--- src/rtl/rr_arbiter4_pkg.sv ---
// +----------------------------------------------------------------------+
// | rr_arbiter4_pkg : shared constants and state encoding for rr_arbiter4 |
// | Rev 1.0 - initial release                                            |
// +----------------------------------------------------------------------+
`default_nettype none

package rr_arbiter4_pkg;

  localparam int NUM_REQ = 4;
  localparam int IDX_W   = 2;

  typedef enum logic [0:0] {
    ST_IDLE  = 1'b0,
    ST_GRANT = 1'b1
  } state_t;

endpackage

`default_nettype wire

--- src/rtl/rr_arbiter4_pick.sv ---
// +----------------------------------------------------------------------+
// | rr_pick4 : combinational round-robin pick, first set req bit at or   |
// |            after ptr (mod 4)                                         |
// | Rev 1.0 - initial release                                            |
// +----------------------------------------------------------------------+
`default_nettype none

module rr_pick4
  import rr_arbiter4_pkg::*;
(
  input  logic [NUM_REQ-1:0] req,
  input  logic [IDX_W-1:0]   ptr,
  output logic [IDX_W-1:0]   pick_idx,
  output logic               pick_any
);

  logic [IDX_W-1:0] w_cand;

  // Walk offsets from farthest to nearest so the nearest set bit wins.
  always_comb begin
    pick_idx = ptr;
    pick_any = 1'b0;
    w_cand   = ptr;
    for (int k = NUM_REQ - 1; k >= 0; k--) begin
      w_cand = ptr + IDX_W'(k);
      if (req[w_cand]) begin
        pick_idx = w_cand;
        pick_any = 1'b1;
      end
    end
  end

endmodule

`default_nettype wire

--- src/rtl/rr_arbiter4.sv ---
// +----------------------------------------------------------------------+
// | rr_arbiter4 : four-requester round-robin arbiter, registered grant   |
// |               index for the downstream 2-to-4 decoder.               |
// |               Optional hold timeout: define ARB_TIMEOUT_EN.          |
// | Rev 1.0 - initial release                                            |
// +----------------------------------------------------------------------+
`default_nettype none

module rr_arbiter4
  import rr_arbiter4_pkg::*;
#(
  parameter int MAX_HOLD = 16,
  parameter int CNT_W    = 8
) (
  input  logic               clk,
  input  logic               rst_n,
  input  logic               en,
  input  logic [NUM_REQ-1:0] req,
  output logic [IDX_W-1:0]   gnt_idx,
  output logic               gnt_valid,
  output logic [IDX_W-1:0]   ptr
);

  if (MAX_HOLD < 2 || MAX_HOLD > 255 || (MAX_HOLD >> CNT_W) != 0) begin : g_param_check
    $error("rr_arbiter4: MAX_HOLD must be 2..255 and fit in CNT_W bits");
  end

  state_t           r_state, w_state_nxt;
  logic [IDX_W-1:0] r_idx, w_idx_nxt;
  logic [IDX_W-1:0] r_ptr, w_ptr_nxt;
  logic             r_valid, w_valid_nxt;
  logic [IDX_W-1:0] w_pick_idx;
  logic             w_pick_any;
  logic             w_holder_req;
  logic             w_timeout;

  rr_pick4 u_pick (
    .req      (req),
    .ptr      (r_ptr),
    .pick_idx (w_pick_idx),
    .pick_any (w_pick_any)
  );

  assign w_holder_req = req[r_idx];

`ifdef ARB_TIMEOUT_EN
  logic [CNT_W-1:0]   r_cnt, w_cnt_nxt;
  logic [NUM_REQ-1:0] w_holder_mask;
  logic               w_others;

  assign w_holder_mask = NUM_REQ'(1) << r_idx;
  assign w_others      = |(req & ~w_holder_mask);
  assign w_timeout     = (r_cnt == CNT_W'(MAX_HOLD)) && w_others;

  always_comb begin
    w_cnt_nxt = r_cnt;
    if (r_state == ST_IDLE) begin
      w_cnt_nxt = '0;
    end else if (r_cnt != CNT_W'(MAX_HOLD)) begin
      w_cnt_nxt = r_cnt + CNT_W'(1);
    end
  end

  always_ff @(posedge clk) begin
    if (!rst_n) begin
      r_cnt <= '0;
    end else begin
      r_cnt <= w_cnt_nxt;
    end
  end
`else
  assign w_timeout = 1'b0;
`endif

  // Next state; a grant is only ever released back to IDLE, which forces
  // the one-cycle gap between consecutive grants.
  always_comb begin
    w_state_nxt = r_state;
    w_idx_nxt   = r_idx;
    w_ptr_nxt   = r_ptr;
    w_valid_nxt = r_valid;
    case (r_state)
      ST_IDLE: begin
        w_valid_nxt = 1'b0;
        if (en && w_pick_any) begin
          w_state_nxt = ST_GRANT;
          w_idx_nxt   = w_pick_idx;
          w_ptr_nxt   = w_pick_idx + IDX_W'(1);
          w_valid_nxt = 1'b1;
        end
      end
      ST_GRANT: begin
        w_valid_nxt = 1'b1;
        if (!w_holder_req || w_timeout) begin
          w_state_nxt = ST_IDLE;
          w_valid_nxt = 1'b0;
        end
      end
      default: begin
        w_state_nxt = ST_IDLE;
        w_valid_nxt = 1'b0;
      end
    endcase
  end

  always_ff @(posedge clk) begin
    if (!rst_n) begin
      r_state <= ST_IDLE;
      r_idx   <= '0;
      r_ptr   <= '0;
      r_valid <= 1'b0;
    end else begin
      r_state <= w_state_nxt;
      r_idx   <= w_idx_nxt;
      r_ptr   <= w_ptr_nxt;
      r_valid <= w_valid_nxt;
    end
  end

  assign gnt_idx   = r_idx;
  assign gnt_valid = r_valid;
  assign ptr       = r_ptr;

endmodule

`default_nettype wire

--- config.mk ---
export PLATFORM = sky130hd
export DESIGN_NAME = rr_arbiter4
export DESIGN_NICKNAME = d
export VERILOG_FILES = /design/src/rtl/rr_arbiter4_pkg.sv /design/src/rtl/rr_arbiter4_pick.sv /design/src/rtl/rr_arbiter4.sv
export SDC_FILE = /design/constraint.sdc
export NUM_CORES = 1
export LEC_CHECK = 0
export ABC_AREA = 1
export BUFFER_PORTS_ARGS = -buffer_cell sky130_fd_sc_hd__buf_4
export CAP_MARGIN = 10
export CORE_AREA = 2 2 39 41
export DETAILED_ROUTE_END_ITERATION = 16
export DIE_AREA = 0 0 41 43
export HOLD_SLACK_MARGIN = 0.05
export PLACE_DENSITY_LB_ADDON = 0.12
export SYNTH_ARGS = -nofsm -noshare
export SYNTH_HDL_FRONTEND = slang
export SYNTH_SLANG_ARGS = --single-unit
--- constraint.sdc ---
create_clock -name clk -period 2.95 [get_ports clk]
set_input_delay 0.59 -clock clk [delete_from_list [all_inputs] [get_ports clk]]
set_output_delay 0.59 -clock clk [all_outputs]
set_load 0.05 [all_outputs]
# --- Word level (Yosys, flattened, before mapping) ---
# Index checks and enable logic that the tools add are counted.
totals:
  register_bits: 5
  in_bits: 7
  output_inout_bits: 5
  wordCells: 36
classes:
  addsub: 4
  n_lt_le_gt_ge: 5
  mux: 21
  n_bitwise: 1
  n_reduce_logical: 2
ops:
  columns: ["cell", "count"]
  rows:
  - ["< comparator 2 x 3 -> 1 bit (second input constant)", 5]
  - ["two-way mux 1 bit", 11]
  - ["binary-select mux 1 bit (select 2 bit)", 5]
  - ["two-way mux 2 bit", 4]
  - ["adder 2 x 1 -> 2 bit (second input constant)", 2]
  - ["adder 2 bit (second input constant)", 2]
  - ["one-hot mux 1 bit (2 select lines)", 1]
  - ["AND reduction 2 bit", 1]
  - ["logical AND 1 bit", 1]
  - ["NOT 1 bit", 1]

# --- Logic depth before layout (Yosys ltp) ---
# Gate-level depths: netlist of run 1.
logic_depth:
  word_depth: 10
  depth_mapped: 14
  depth_no_buf: 13

# --- Modules after synthesis ---
# From an unflattened synthesis of run 1, not the netlist that was laid out.
hier_totals:
  hier_cells: 89
  area_unflattened_um2: 476.7
by_module_without_submodules:
  columns: ["mod", "n_inst", "cells_each", "area_per_inst_um2", "seq_area_each_um2"]
  rows:
  - ["rr_arbiter4", 1, 36, 242.7, 100.1]
  - ["rr_pick4", 1, 53, 234.0, 0.0]

# --- Worst setup path before layout of run 1 ---
# OpenSTA, ideal clock, no wires.
synth_path:
  path_type: "register to register"
  start: "register r_ptr[0] (netlist: ptr[0])"
  end: "register r_ptr[1] (netlist: ptr[1])"
  setup_time_ps: 118
  t_arrival_ps: 1556
  required_ps: 2832
  slack_ps: 1276
  path_stages_with_launch: 13
  n_path_buf: 1
  synth_period_minus_slack_ps: 1674
  path_cell_list: "dfxtp_1 > buf_6 > nand2_1 > nand2_2 > nand2_2 > nand2_1 > inv_2 > nand2_2 > nand3_1 > nand3_1 > nand2_1 > nor2_1 > nor2_1"
synth_between:
  elab_chain_len: 9
  word_cells_on_any_way: 22
  cone_classes: "add/sub: 4; mux: 16; reduce/logical: 2"
synth_rtl:
  columns: ["item", "line", "rtl"]
  rows:
  - ["start: declaration", "rr_arbiter4.sv:30", "logic [IDX_W-1:0] r_ptr, w_ptr_nxt;"]
  - ["start signal: assignment", "rr_arbiter4.sv:115", "r_ptr <= w_ptr_nxt;"]
  - ["branches (longest 9 deep; another with adder 2 bit)", null, null]
# Several ways; the timed one is not identified. The select of a mux whose other input is x is not followed.
# A chain may end at the register's enable or synchronous reset.

# --- Worst setup path in the final report of run 1 ---
layout_path:
  start: "register r_ptr[0] (netlist: ptr[0])"
  end: "output ptr[0]"
layout_lines:
  columns: ["item", "line", "rtl"]
  rows:
  - ["end: declaration", "rr_arbiter4.sv:21", "output logic [IDX_W-1:0] ptr"]
# No word-level cell between the ends.

==> run metrics, run 1 <==
status complete, no violations; Synthesis Warnings 0; CTS resizes 0; Congestion Overflow GR 0; largest net degree at the start of global routing 11; die area 1760 um^2; fin area 602 um^2; hold slack 0.484 ns; RSZ-0062 raised after global routing false; routed length per instance 8.30 um; crit path DAT 1.16 ns; drt pass-1 iters 4; final setup vio count 0; Switching Fraction 0.453; number of top-level pins 12; switching pwr 0.000154 W; number of max-cap violations 0; PortBufs 11; relative slew slack 0.672; final hold violations 0; cells after synthesis 90; crit path capture type output pin; gpl congestion 0.682; H-tree levels 1; setup bufs post-CTS 0; critical path depth 1; insertion delay to the later sink of the worst-skew pair 0.24 ns; Buf/Inv on CP 1; diode count 0; nets@finish 112; worst-path fanout max 10; TritonCTS clock tree built; final setup margin 1.20 ns; synthesized flop and latch total 5; Int Pwr 0.000186 W; Leak 0.357 nW; critical path class reg -> out; Netlist cell types 13; Comb power frac 0.492; worst-path cell with the longest stage delay dfxtp_1; Die Height 43 um; initial cell density of the core 0.350; max-slew violation count 0; vias per cell 4.33; max incr delay on CP 0.62 ns; DR DRC count 0; Power per Cell Area 566 nW/um^2; Worst Setup Slack post-DPL 1.24 ns; worst path cell trace buf_4; post-route ant nets 0; fin crit share 0.593; root buf cell clkbuf_4; clk slew on worst S/H paths 0.04 ns; antenna violations before repair 0; CP required 2.36 ns; core area 1380 um^2; nature of the critical path startpoint flip-flop; die width 41 um; first-pass GRT wire length 1.63 mm; sequential share of power 0.270; Synth Area per Inst 5.38 um^2; CTS buffer count 3; fin crit period 1.75 ns; Vias 520; Filler cells 155; Detailed Place HPWL 819 um; FF-to-FF path depth 13; vias in the first global route 426; Final TNS setup 0 ns; hold depth 2; Hold-fix buffers, CTS 0; Num Clock Sinks 5; Placed Area 576 um^2; Post-Syn Area 484 um^2; Clk pwr share 0.238; Syn Nets 97; Rows 14; kind of cell adding the most delay to the critical path flip-flops; Final Skew 0.00108 ns; share of cells above drive strength 1 0.260; register area share after synthesis 0.207; CTS max path bufs 2; Layout area overhead 24.3%; 1st-iter DRT viols 9; worst slew pin tran 0.491 ns; GRT Total Usage 0.136; maximum VDD drop 0.300 mV; Routed WL 996 um; fmax 572 MHz; Hold Crit Class reg -> reg
[path summary, 6_finish.rpt]
kind / from / to / slack (ns)
worst max-delay path: ptr[0] / ptr[0] / 1.20
worst max register to register: ptr[0] / ptr[1] / 1.35
worst min register to register: gnt_valid / gnt_valid / 0.48
worst min-delay path: gnt_valid / gnt_valid / 0.48
[power by group through the flow]
| stage | clock [W] | sequential [W] | combinational, W |
|---|---|---|---|
| after floorplan | 0 | 0.000115 | 0.000111 |
| after global placement | 0 | 0.0000932 | 0.000169 |
| after detailed placement | 0 | 0.0000931 | 0.000169 |
| after CTS | 0.0000848 | 0.0000920 | 0.000169 |
| after global routing | 0.0000858 | 0.0000942 | 0.000189 |
| final | 0.0000812 | 0.0000921 | 0.000168 |
[sequential cells by signal, indices dropped and copies added (netlist names)]
signal,cells
gnt_idx,2
ptr,2
gnt_valid,1
[cells by family after synthesis]
| family | count (synthesis) | share of synthesized area |
|---|---|---|
| buffers and inverters | 17 | 0.163 |
| and+or+nand+nor | 57 | 0.509 |
| AOI/OAI and AO/OA | 11 | 0.121 |
| DFF | 5 | 0.207 |
[worst reg2reg max path, delay by kind of cell, from the launching register on]
| kind | cells | cell delay, ns |
|---|---|---|
| simple gates | 11 | 0.73 |
| flops | 1 | 0.62 |
| buf+inv | 2 | 0.14 |
[area by class of cell]
type,instances,area [um^2],area share
inverters,16,67.6,0.112
clock buffers,4,26.3,0.0437
well taps,16,20.0,0.0333
flip-flops and latches,5,100,0.166
repair buffers,11,82.6,0.137
multi-input cells,68,305,0.507
[per-stage QoR]
| stage | total power, W | cells | util |
|---|---|---|---|
| after floorplan | 0.000225 | 90 | - |
| after global routing | 0.000369 | 120 | 0.435 |
| after global placement | 0.000262 | 116 | 0.416 |
| after CTS | 0.000346 | 120 | 0.435 |
| after detailed placement | 0.000262 | 116 | 0.416 |
| final | 0.000341 | 120 | 0.435 |
[synth_stat cells]
master   count  area (um^2)
a21oi_1      6         30.0
a21oi_2      1         8.76
buf_6        1         11.3
dfxtp_1      5          100
inv_1       13         48.8
inv_2        2         7.51
inv_8        1         11.3
nand2_1     37          139
nand2_2      9         56.3
nand3_1      6         30.0
nor2_1       4         15.0
nor4_1       1         6.26
o21ai_0      4         20.0
[metal layers]
metal	vias up	global-route usage	routed length, um
met5	-	0	0
met4	0	0.100	8
met3	2	0.0157	19
met2	4	0.194	459
met1	210	0.178	508
li1	304	-	-
[cell usage in the layout, fill, tap and decap left out]
master / n
a21oi_1: 6
a21oi_2: 1
buf_4: 11
clkbuf_1: 1
clkbuf_4: 3
dfxtp_1: 5
inv_1: 13
inv_2: 2
inv_8: 1
nand2_1: 37
nand2_2: 9
nand3_1: 6
nor2_1: 4
nor4_1: 1
o21ai_0: 4
(Power assumes the default switching activity.)
==> inputs of run 2 (changes only) <==
Settings changed: ABC_AREA 1 to 0.
Clock period 2.95 ns to 1.7 ns, I/O delays scaled along.
==> run 2 against run 1 <==
  * Wire length decreased by 28%
  * Clock power increased by 64%
  * First-iteration DRC count shrank 78%
  * Sequential share of layout area grew 6.0 points
  * Synthesized area is 35% lower
  * Global-route usage down 4.5 points
  * Clock skew is 0.0012 ns higher
  * Clock-buffer cell count unchanged
  * Non-clock buffer count did not move
  * Synthesized cell count decreased by 62%
  * Cell area shrank 27%
  * Total power rose by 20%
  * Critical endpoint is now ptr[1]
  * Largest power group is now registers
==> run metrics, run 2 <==
status complete, no violations; initial cell density of the core 0.226 (-0.124); final hold violations 0 (unchanged); insertion delay to the later sink of the worst-skew pair 0.24 ns (about the same); vias in the first global route 282 (-34%); die area 1760 um^2 (unchanged); core area 1380 um^2 (unchanged); CTS buffer count 3 (unchanged); TritonCTS clock tree built; register area share after synthesis 0.320 (+0.113); post-route ant nets 0 (unchanged); FF-to-FF path depth 5 (-8); Filler cells 164 (+5.8%); EDFF count, synth 0 (unchanged); Final TNS setup 0 ns (unchanged); H-tree levels 1 (unchanged); die width 41 um (unchanged); hold slack 0.350 ns (-0.134 ns); Worst R2R End ptr[1]; Routed WL 720 um (-28%); final setup vio count 0 (unchanged); Hold-fix buffers, CTS 0 (unchanged); Synth Area per Inst 9.20 um^2 (+71%); nature of the critical path startpoint flip-flop; kind of cell adding the most delay to the critical path simple AND/OR/NAND/NOR gates; maximum VDD drop 0.321 mV (+7.0%); routed length per instance 11.1 um (+33%); synthesized flop and latch total 5 (unchanged); top-area cell type share of the netlist area 0.320 (+0.0332); max-slew violation count 0 (unchanged); Final Skew 0.00224 ns (+0.00116 ns); root buf cell clkbuf_4; endpoint of the worst hold path gnt_valid; relative slew slack 0.785 (+0.112); diode count 0 (unchanged); commonest cells in the netlist 5 x dfxtp_1, 4 x nor2b_1, 3 x a21oi_1, 3 x nand2_1, 3 x o21ai_0; most numerous cell in the Yosys netlist dfxtp_1; crit path capture type flip-flop; Syn Nets 41 (-58%); most frequent cells in the layout 11 x buf_4, 5 x dfxtp_1, 4 x nor2b_1; Netlist cell types 20 (+7); Worst Setup Slack post-DPL 0.303 ns (-0.940 ns); Die Height 43 um (unchanged); commonest non-fill, non-tap cell in the layout buf_4; Synthesis Warnings 0 (unchanged); final setup margin 0.395 ns (-0.806 ns); drt pass-1 iters 3 (-1); worst-path cell with the longest stage delay or3_1; Congestion Overflow GR 0 (unchanged); DR DRC count 0 (unchanged); hold depth 2 (unchanged); number of max-cap violations 0 (unchanged); worst-path fanout max 7 (-3); number of top-level pins 12 (unchanged); max incr delay on CP 0.38 ns (-0.24 ns); CTS resizes 0 (unchanged); GRT Total Usage 0.0907 (-0.0451); CTS max path bufs 2 (unchanged); worst slew pin tran 0.320 ns (-0.171 ns); r2r setup slk 0.40 ns (-0.95 ns); Num Clock Sinks 5 (unchanged); Detailed Place HPWL 572 um (-30%); Vias 304 (-42%); clk slew on worst S/H paths 0.04 ns (about the same); Leak 0.181 nW (-49%); nets@finish 57 (-49%); vias per cell 4.68 (+7.9%); Post-synth ARST share 0 (unchanged); Synth area leader dfxtp_1; gpl congestion 0.665 (-2.5%); largest net degree at the start of global routing 9 (-2); PortBufs 11 (unchanged); crit path DAT 1.42 ns (+0.26 ns); Rows 14 (unchanged); fin crit share 0.768; fmax 766 MHz; Post-Syn Area 313 um^2 (-35%); wl on met1 314 um (-38%); Buf/Inv on CP 0 (-1); setup bufs post-CTS 0 (unchanged); critical path class reg -> reg; RSZ-0062 raised after global routing false; cells after synthesis 34 (-62%); share of cells above drive strength 1 0.367 (+0.108); Hold Crit Class in -> reg; antenna violations before repair 0 (unchanged); highest routed metal layer met3; sequential cell area 100 um^2 (unchanged); ranking of synthesized cells by area dfxtp_1 32%, nor2b_1 8.0%, mux4_2 7.2%, nor3b_4 6.0%, a21oi_1 4.8%; 1st-iter DRT viols 2 (-7); worst path cell trace or3_1 -> o2111ai_1 -> nand2_1 -> xnor2_1 -> a21oi_1; WL met3 49 um (+160%); Hold Path Origin rst_n; fin crit period 1.30 ns; Synth Flop Type dfxtp_1; CP required 1.81 ns (-0.55 ns); multi-input logic area 209 um^2 (-32%); WL met2 356 um (-22%); first-pass GRT wire length 1.03 mm (-37%); Layout area overhead 41.2%; FF-to-FF Start ptr[1]; Power per Cell Area 927 nW/um^2 (+64%)
==> run 2: worst max-delay path by stage <==
stage | slack (ns) | end | cells after the start | from
2_1_floorplan | 0.19 | ptr[1] | 5 | ptr[0]
3_3_place_gp | 0.31 | ptr[1] | 6 | req[3]
3_5_place_dp | 0.30 | ptr[1] | 6 | req[3]
4_1_cts | 0.38 | ptr[1] | 5 | ptr[1]
5_1_grt | 0.28 | ptr[1] | 5 | ptr[1]
6_report | 0.40 | ptr[1] | 5 | ptr[1]
==> run 2: power by group <==
| group | internal (W) | switching, W | leakage [nW] |
|---|---|---|---|
| sequential | 0.000129 | 0.0000133 | 0.0413 |
| combinational | 0.0000562 | 0.0000780 | 0.124 |
| clock | 0.0000885 | 0.0000444 | 0.0150 |
| total | 0.000274 | 0.000136 | 0.181 |
==> run 2: cell type report <==
cell class	instances	share of cell area
multi-input cells	28	0.473
flip-flops and latches	5	0.227
repair buffers	11	0.187
clock buffers	4	0.0595
well taps	16	0.0453
inverters	1	0.00850
==> run 2: logic make-up (layout without fill, tap and decap cells) <==
group | after synthesis | in the layout | share of synthesized area
multiplexers | 2 | 2 | 0.104
flip-flops | 5 | 5 | 0.320
AO/OA/AOI/OAI | 12 | 12 | 0.248
XOR/XNOR | 1 | 1 | 0.0280
AND/OR/NAND/NOR | 13 | 13 | 0.288
buffers and inverters | 1 | 16 | 0.0120
==> run 2: metrics by stage <==
| stage | cells | area, um^2 | total power (W) | utilization |
|---|---|---|---|---|
| 2_1_floorplan | 34 | 313 | 0.000234 | - |
| 3_3_place_gp | 61 | 415 | 0.000277 | 0.300 |
| 3_5_place_dp | 61 | 415 | 0.000280 | 0.300 |
| 4_1_cts | 65 | 442 | 0.000418 | 0.319 |
| 5_1_grt | 65 | 442 | 0.000434 | 0.319 |
| 6_report | 65 | 442 | 0.000409 | 0.319 |
==> run 2: routing by layer <==
layer	global-route usage	vias up
li1	-	157
met1	0.101	140
met2	0.128	7
met3	0.0157	0
met4	0.100	0
met5	0	-
==> inputs of run 3 (changes only) <==
Settings changed: ABC_AREA 0 to 1.
Clock period 1.7 ns to 1.1 ns, I/O delays scaled along.
==> run 3 against run 2 <==
  * The flow now finishes with violations (negative setup slack)
  * Worst setup slack lost 0.61 ns
  * Critical path depth increased by 8
  * Critical path type unchanged
  * Cell area up 63%
  * Fmax is 1.0% lower
  * Total power grew 150%
  * Utilization grew 20 points
==> run metrics, run 3 (synthesized netlist as in run 1, its figures left out) <==
Detailed Place HPWL 962 um (+68%); H-tree levels 1 (unchanged); Die Height 43 um (unchanged); final setup vio count 4 (+4); routed length per instance 8.93 um (-19%); die width 41 um (unchanged); fin crit share 1.20 (+0.431); CTS max path bufs 2 (unchanged); DR DRC count 0 (unchanged); diode count 0 (unchanged); die area 1760 um^2 (unchanged); Leak 0.412 nW (+130%); violated checks negative setup slack; Switching Fraction 0.436 (+0.104); status finished with violations; Power per Cell Area 1390 nW/um^2 (+50%); number of max-cap violations 0 (unchanged); fmax 758 MHz (-1.0%); Layout area overhead 49.1%; relative slew slack 0.853 (+0.0684); max-slew violation count 0 (unchanged); Rows 14 (unchanged); clk slew on worst S/H paths 0.04 ns (about the same); Routed WL 1.15 mm (+60%); gpl congestion 0.711 (+7.0%); final hold violations 0 (unchanged); Hold-fix buffers, CTS 0 (unchanged); worst-path fanout max 10 (+3); fin crit period 1.32 ns (+0.0136 ns); nets@finish 121 (+110%); GRT Total Usage 0.168 (+0.0773); share of cells above drive strength 1 0.425 (+0.0574); worst slew pin tran 0.218 ns (-0.102 ns); Vias 569 (+87%); CP required 1.22 ns (-0.59 ns); PortBufs 11 (unchanged); commonest non-fill, non-tap cell in the layout nand2_1; switching pwr 0.000439 W (+220%); nature of the critical path startpoint flip-flop; Hold Crit Class in -> reg; antenna violations before repair 0 (unchanged); critical path class reg -> reg; non-filler cells, final 129 (+98%); Congestion Overflow GR 0 (unchanged); RSZ-0062 raised after global routing true; first-pass GRT wire length 2.05 mm (+99%); vias per cell 4.41 (-5.7%); Post-Place Cells 125 (+100%); maximum VDD drop 0.680 mV (+110%); hold depth 3 (+1); setup bufs post-CTS 0 (unchanged); TritonCTS clock tree built; post-route ant nets 0 (unchanged); final setup margin -0.219 ns (-0.614 ns); FF-to-FF path depth 13 (+8); final core utilization 0.522 (+0.203); number of top-level pins 12 (unchanged); drt pass-1 iters 2 (-1); insertion delay to the later sink of the worst-skew pair 0.24 ns (about the same); total power 0.00101 W (+150%); sequential share of power 0.249 (-0.099); core area 1380 um^2 (unchanged); Final Skew 0.000872 ns (-0.00137 ns); crit path DAT 1.44 ns (+0.02 ns); r2r setup slk -0.22 ns (-0.61 ns); Num Clock Sinks 5 (unchanged); Placed Area 673 um^2 (+62%); root buf cell clkbuf_4; CTS buffer count 3 (unchanged); fin area 722 um^2 (+63%); crit path capture type flip-flop; Clk pwr share 0.204 (-0.121); Comb power frac 0.547 (+0.219); Int Pwr 0.000568 W (+110%); largest net degree at the start of global routing 11 (+2); Worst Setup Slack post-DPL -0.215 ns (-0.518 ns); 1st-iter DRT viols 5 (+3); initial cell density of the core 0.350 (+0.124); most frequent cells in the layout 33 x nand2_1, 18 x buf_4, 13 x inv_1, 13 x nand2_2, 6 x a21oi_1; vias in the first global route 547 (+94%)
-- run 3: changes by cell type in the layout (fill, tap and decap cells not counted), sizes merged, moves of 2 or more --
| cell | delta |
|---|---|
| a21oi | +4 |
| nand3 | +6 |
| nor2 | +3 |
| a21boi | -2 |
| inv | +15 |
| buf | +9 |
| nand2b | -2 |
| nor2b | -4 |
| nand2 | +43 |
-- run 3: final cells by class --
type	count	area [um^2]
fillers	166	662
multi-input cells	68	334
repair buffers	20	161
flip-flops and latches	5	110
inverters	16	70.1
clock buffers	4	26.3
well taps	16	20.0
-- run 3: final timing paths --
kind | startpoint | endpoint
max | ptr[0] | ptr[1]
min reg2reg | gnt_valid | gnt_valid
min | rst_n | ptr[0]
max reg2reg | ptr[0] | ptr[1]
-- run 3: stage by stage --
step | setup TNS [ns] | hold slack, ns
floorplan | -1.09 | 0.340
global placement | -0.743 | 0.471
detailed placement | -0.761 | 0.475
CTS | -0.744 | 0.226
global route | -1.39 | 0.247
finish | -0.743 | 0.231
-- run 3: repair_timing --
action | in CTS | in global routing
endpoints found under the setup margin | 6 | 6
pin swaps | 1 | 0
gates resized for setup | 6 | 2
-- run 3: worst max-delay path, stage by stage (launching register included) --
cell and delay, ns:
dfxtp_4 0.42, inv_8 0.06, nand2_2 0.06, nand2_2 0.06, nand2_2 0.07, nand2_1 0.06
inv_2 0.06, nand2_1 0.05, nand2_1 0.06, nand2_2 0.07, nand3_1 0.08, nand2_1 0.05
nor2_1 0.08, nor2_1 0.04
-- run 3: routing by layer --
layer | vias to the layer above | GRT usage | wire [um]
li1 | 322 | - | -
met1 | 240 | 0.184 | 501
met2 | 7 | 0.288 | 624
met3 | 0 | 0.0471 | 25
met4 | 0 | 0.0600 | 0
met5 | - | 0 | 0
-- run 3: power by group through the flow --
stage                     registers [W]  clock network (W)  logic, W
after detailed placement       0.000251                  0  0.000527
after global routing           0.000255           0.000224  0.000622
after CTS                      0.000249           0.000214  0.000549
after global placement         0.000250                  0  0.000526
final                          0.000250           0.000205  0.000551
after floorplan                0.000314                  0  0.000315
